## config.mk

```make
export PLATFORM = sky130hd
export DESIGN_NAME = fetch_pc_unit
export DESIGN_NICKNAME = d
export VERILOG_FILES = /design/src/rtl/fetch_pc_unit_pkg.sv /design/src/rtl/fetch_pc_unit_incr.sv /design/src/rtl/fetch_pc_unit.sv
export SDC_FILE = /design/constraint.sdc
export NUM_CORES = 1
export LEC_CHECK = 0
export BUFFER_PORTS_ARGS = -buffer_cell sky130_fd_sc_hd__buf_2
export CAP_MARGIN = 20
export CORE_AREA = 2 2 103 105
export DETAILED_ROUTE_END_ITERATION = 8
export DIE_AREA = 0 0 105 107
export HOLD_SLACK_MARGIN = 0.1
export PLACE_DENSITY = 0.84
export SYNTH_ARGS = -nofsm -noshare
export SYNTH_HDL_FRONTEND = slang
export SYNTH_SLANG_ARGS = --single-unit
```

## constraint.sdc

```tcl
create_clock -name clk -period 5.63 [get_ports clk]
set_clock_uncertainty 0.15 [all_clocks]
set_input_delay 0 -clock clk [delete_from_list [all_inputs] [get_ports clk]]
set_output_delay 0 -clock clk [all_outputs]
set_load 0.02 [all_outputs]
```

## src/rtl/fetch_pc_unit_pkg.sv

```systemverilog
// Shared definitions for the instruction fetch PC unit: FSM encoding and PC constants.
package fetch_pc_unit_pkg;

  typedef enum logic [1:0] {
    S_IDLE = 2'd0,
    S_REQ  = 2'd1,
    S_DONE = 2'd2
  } fetch_state_t;

  localparam logic [31:0] PC_STEP          = 32'd4;
  localparam logic [31:0] RESET_PC_DEFAULT = 32'h0000_0000;

endpackage

```

## src/rtl/fetch_pc_unit_incr.sv

```systemverilog
// Sequential-PC adder; the single instance serves both PCNext and the pc+4 update.
module pc_incr
  import fetch_pc_unit_pkg::*;
(
  input  logic [31:0] i_pc,
  output logic [31:0] o_pc_next
);

  // Wraps modulo 2^32; carry out is intentionally dropped.
  assign o_pc_next = i_pc + PC_STEP;

endmodule

```

## src/rtl/fetch_pc_unit.sv

```systemverilog
// Fetch-stage PC sequencer: one outstanding imem request, branch redirect with squash.
//  state  | meaning
//  S_IDLE | after reset, no request; late acks ignored
//  S_REQ  | request at pc outstanding, waiting for imem_ack
//  S_DONE | instr presented to downstream, held while stalled
module fetch_pc_unit
  import fetch_pc_unit_pkg::*;
#(
  parameter logic [31:0] RESET_PC = RESET_PC_DEFAULT
) (
  input  logic        clk,
  input  logic        rst,
  input  logic        branch,
  input  logic        Zero_signal,
  input  logic [31:0] branch_target,
  input  logic        stall,
  input  logic        imem_ack,
  input  logic [31:0] imem_rdata,
  output logic        imem_req,
  output logic [31:0] imem_addr,
  output logic [31:0] pc,
  output logic [31:0] PCNext,
  output logic [31:0] instr,
  output logic        instr_valid,
  output logic        align_err
);

  fetch_state_t r_state;
  logic [31:0]  r_pc;
  logic [31:0]  r_instr;
  logic         r_instr_valid;
  logic         r_align_err;
  logic         r_squash;
  logic [31:0]  r_squash_tgt;

  logic [31:0]  w_pc_plus4;
  logic         w_taken;
  logic         w_tgt_aligned;
  logic         w_redirect;
  logic         w_misalign;

  pc_incr u_pc_incr (
    .i_pc      (r_pc),
    .o_pc_next (w_pc_plus4)
  );

  assign w_taken       = branch & Zero_signal;
  assign w_tgt_aligned = (branch_target[1:0] == 2'b00);
  assign w_redirect    = w_taken & w_tgt_aligned;
  assign w_misalign    = w_taken & ~w_tgt_aligned;

  always_ff @(posedge clk) begin
    if (rst) begin
      r_state       <= S_IDLE;
      r_pc          <= RESET_PC;
      r_instr       <= 32'd0;
      r_instr_valid <= 1'b0;
      r_align_err   <= 1'b0;
      r_squash      <= 1'b0;
      r_squash_tgt  <= 32'd0;
    end else begin
      if (w_misalign) r_align_err <= 1'b1;
      case (r_state)
        S_IDLE: begin
          r_state <= S_REQ;
          if (w_redirect) r_pc <= branch_target;
        end
        S_REQ: begin
          if (imem_ack) begin
            if (w_redirect) begin
              r_pc     <= branch_target;
              r_squash <= 1'b0;
            end else if (r_squash) begin
              r_pc     <= r_squash_tgt;
              r_squash <= 1'b0;
            end else begin
              r_instr       <= imem_rdata;
              r_instr_valid <= 1'b1;
              r_state       <= S_DONE;
            end
          end else if (w_redirect) begin
            // Address must stay stable until ack, so remember the newest target.
            r_squash     <= 1'b1;
            r_squash_tgt <= branch_target;
          end
        end
        S_DONE: begin
          if (w_redirect) begin
            r_pc          <= branch_target;
            r_instr_valid <= 1'b0;
            r_state       <= S_REQ;
          end else if (!stall) begin
            r_pc          <= w_pc_plus4;
            r_instr_valid <= 1'b0;
            r_state       <= S_REQ;
          end
        end
        default: r_state <= S_IDLE;
      endcase
    end
  end

  assign imem_req    = (r_state == S_REQ);
  assign imem_addr   = r_pc;
  assign pc          = r_pc;
  assign PCNext      = w_pc_plus4;
  assign instr       = r_instr;
  assign instr_valid = r_instr_valid;
  assign align_err   = r_align_err;

endmodule

```

# Word level (Yosys, flattened, before mapping)

Cells that the tools add are included.
W data, S select, Z words.

Register bits: 101
Output and inout bits: 131

Add/sub/neg operators: 1
Equality and inequality tests: 8
Muxes and demuxes: 21
Bitwise logic cells: 7
Reductions and logical operators: 11

Operators by type and width:

| kind                    | count |
|---|---|
| $mux W32                | 6 |
| $pmux W32 S3            | 1 |
| $add A32 B3 Y32 const B | 1 |
| $mux W2                 | 5 |
| $reduce_and A5 Y1       | 2 |
| $ne A2 B2 Y1 const B    | 4 |
| $reduce_and A4 Y1       | 2 |
| $mux W1                 | 7 |
| $pmux W2 S3             | 1 |
| $logic_not A2 Y1        | 2 |
| $not A1 Y1              | 4 |
| $reduce_bool A2 Y1      | 2 |
| $and A1 B1 Y1           | 3 |
| $ne A3 B1 Y1 const B    | 1 |
| $ne A3 B3 Y1 const B    | 1 |
| $reduce_and A3 Y1       | 1 |
| $reduce_bool A3 Y1      | 1 |
| $eq A2 B1 Y1 const B    | 1 |
| $eq A2 B2 Y1 const B    | 1 |
| $pmux W1 S2             | 1 |
| $reduce_and A2 Y1       | 1 |

# Longest topological paths before layout

Depth in word-level cells: 5
Depth in mapped cells: 10
Gate-level depth less buffers: 8

# By module

From an unflattened synthesis, not the netlist that was laid out.

Cell total of the unflattened synthesis: 684
Area total of the unflattened synthesis: 5350.1 µm²

Modules (own cells, without submodules):

| module        | times used | cells each | area each (µm²) |
|---|---|---|---|
| fetch_pc_unit | 1          | 605        | 4795.8 |
| pc_incr       | 1          | 79         | 554.3 |

# Worst setup path before layout

OpenSTA, ideal clock, no wires.

Path type: reg2reg
From: register r_pc[4], in the netlist imem_addr[4]
To: register r_pc[31], in the netlist imem_addr[31]
Arrival: 2137 ps
Slack: 3211 ps
Stages on the path, launching flop included: 8
Buffers on the path: 1
Cell sequence: dfxtp_1 buf_2 and4_1 nand4_1 or4_1 o21a_1 o311ai_0 a21oi_1

Longest elaborated chain between the ends: 4

RTL lines:

| item                     | RTL line                 | RTL |
|---|---|---|
| start: declaration       | fetch_pc_unit.sv:29      | `logic [31:0] r_pc;` |
| start signal: assignment | fetch_pc_unit.sv:66      | `if (w_redirect) r_pc <= branch_target;` |
| start signal: assignment | fetch_pc_unit.sv:71      | `r_pc <= branch_target;` |
| start signal: assignment | fetch_pc_unit.sv:74      | `r_pc <= r_squash_tgt;` |
| $add A32 B3 Y32          | fetch_pc_unit_incr.sv:10 | `assign o_pc_next = i_pc + PC_STEP;` |
| $mux W32                 | fetch_pc_unit.sv:92      | `end else if (!stall) begin` |
| $mux W32                 | fetch_pc_unit.sv:88      | `if (w_redirect) begin` |
| $pmux W32 S3             | fetch_pc_unit.sv:63      | `case (r_state)` |

No other way between the ends. The select of a mux whose other input is x is not followed.
A chain may end at the register's enable or synchronous reset.

# Final worst setup path

From: register r_pc[4], in the netlist imem_addr[4]
To: output PCNext[31]

Longest elaborated chain between the ends: 1

RTL lines:

| item             | RTL line                 | RTL |
|---|---|---|
| $add A32 B3 Y32  | fetch_pc_unit_incr.sv:10 |  |
| end: declaration | fetch_pc_unit.sv:22      | `output logic [31:0] PCNext,` |

No other way between the ends.

==> out/metrics.csv <==
metric,value,unit
drtAntennaViolNets,0,
drc,0,
postCtsSetupBuffers,0,
final_nets,968,
design_area,6970,um^2
rsz0062_at_grt,false,
crit_buf_inv,1,
crit_slowest_cell,or4_1,
min_path_type,input port to flop,
irDropWorstVdd,283,uV
cp.required,5.48,ns
period_share,57.3,%
worst_r2r_path_depth,6,
die_h,107,um
crit_path_cell_trace,and4_1 -> nand4_1 -> or4_1 -> o21a_1 -> or2_2 -> buf_2,
dieArea,11200,um^2
cts_resized,0,
yosysWarningCount,0,
synth_area_leaders,"dfxtp_1, nand2_1, a21oi_1, buf_4, a221oi_1",
dp.cells,946,
grt_first_pass_wirelength,27500,um
worst_pin_slew,1.05,ns
p_leak,3.04,nW
die_w,105,um
grt_usage,30.3,%
critical_path_class,flop to output port,
cts_max_level,3,
dpl_cell_area,6030,um^2
ff2ff_setup_slack,2.67,ns
ctsLongestPathBuffers,2,
relSlewSlack,30.1,%
whs_path_depth,5,
synth-seq-cells,101,
arrival,3.08,ns
cts.sinks,101,
core,10100,um^2
synth.distinct_cells,55,
route.vias.total,6041,
outcome,finished clean,
min-delay-start,Zero_signal,
min_period,3.23,ns
cts_tree,yes,
root_buffer,clkbuf_8,
crit_cells,6,
yosys.cell_count.top_type,nand2_1,
max_cap_violations,0,
synth_cells,687,
wirelength,17800,um
yosysSeqAreaShare,38.5,%
r2r_end,imem_addr[6],
pin_count,201,
crit_family,simple AND/OR/NAND/NOR gates,
async_flop_share,0,%
syn_area,5260,um^2
cts_buffers,9,
syn_nets,763,
viasPerCell,5.84,
path_max_fanout,12,
powerDensity,471,nW/um^2
placementRows,37,
ys_top_cells_by_count,"nand2_1, dfxtp_1, a21oi_1",
crit_path_end_kind,output port,
slowest_delay,0.77,ns
r2r-start,r_state[0],
wl_per_cell,17.2,um
holdPathEnd,imem_addr[31],
setup_viol,0,
grt_pass1_vias,5557,
syn2layout_area_growth,32.5,%
yosys.area.top_type,dfxtp_1,
antenna_found_initial,0,
grt_max_degree,96,
drt_iter0_markers,560,
initial_core_util,52.1,%
setup.worst_path.start_class,flop,
finalMaxSlewViolations,0,
port_buffers,200,
postCtsHoldBufs,69,
place.gp.congestion,0.866,
clk_pin_slew_worst_paths,0.11,ns
synth.top_cell.area_share,38.5,%
avgSynthCellArea,7.65,um^2
finalHoldViolCount,0,
instances_no_fill,1034,
tns,0,ns
timing.fmax,310,MHz
overflow,0,
first_pass_iters,5,
dp_hpwl,10800,um
synth-edff-count,0,
insertion_delay,0.37,ns
synth_ff_type,dfxtp_1,
drive_gt1_share,26.2,%
[worst min-delay path, cell delays in order]
cell	delay, ns
buf_2	0.11
nand2_1	0.07
nor3_1	0.12
o311ai_0	0.31
a21oi_1	0.07
[area by class of cell]
cell class	instances	area, um^2
Fill cell	812	3130
Tap cell	136	170
Antenna cell	1	2.50
Timing Repair Buffer	276	1780
Clock buffer	9	124
Multi-Input combinational cell	492	2750
Inverter	12	45.0
Sequential cell	101	2020
Clock inverter	7	68.8
[report_power, final]
part           internal, mW  total [mW]  switching [mW]
Combinational         0.605        1.74            1.13
Sequential            0.853        1.07           0.220
Clock                 0.176       0.472           0.296
Total                  1.63        3.28            1.65
[placed cells by master (no fill, tap or decap), drive strengths merged, types with 6 or more instances in the layout]
master,count
clkbuf,10
ha,6
nand2,159
a221oi,19
dlygate4sd3,69
nand3,13
xor2,12
a22oi,9
and3,7
dfxtp,101
and4,6
xnor2,15
inv,18
nor3,14
a21oi,84
buf,206
nor2,37
o21ai,33
[metal layers]
metal	global-route usage, %	wire length (um)	vias up
li1	-	-	2792
met2	50.7	8570	379
met3	7.29	1840	68
met1	36.7	6750	2802
met4	14.7	638	0
met5	0	0	-
[worst max-delay path by stage]
stage	slack, ns	start	end
final	2.40	imem_addr[4]	PCNext[31]
after global routing	2.36	imem_addr[4]	PCNext[31]
after CTS	2.47	imem_addr[4]	PCNext[31]
after detailed placement	2.78	r_state[1]	instr[18]
after global placement	2.83	imem_addr[4]	imem_addr[31]
after floorplan	3.21	imem_addr[4]	imem_addr[31]
[flip-flops by register name (all words and copies together) (netlist names)]
name and cells:
imem_addr 32, instr 32, r_squash_tgt 32, r_state 2, align_err 1, instr_valid 1
r_squash 1
[per-stage QoR]
stage	total power [mW]	hold WS (ns)	setup WS [ns]	util, %
CTS	3.21	0.155	2.47	68.5
global route	3.45	0.225	2.36	69.0
global placement	2.68	0.0881	2.83	59.7
floorplan	2.30	-0.0499	3.21	-
finish	3.28	0.209	2.40	69.0
detailed placement	2.71	0.0925	2.78	59.7
[cells by family (layout without fill, tap and decap cells)]
group / count (synthesis) / after routing / synth area share, %
fa+ha+maj: 6 / 6 / 1.43
buf+inv: 94 / 304 / 9.28
flops: 101 / 101 / 38.5
xor+xnor: 27 / 27 / 4.50
simple gates: 262 / 262 / 22.0
other cells: 0 / 1 / 0
compound gates: 195 / 195 / 23.9
mux: 2 / 2 / 0.381
(Power assumes the default switching activity.)
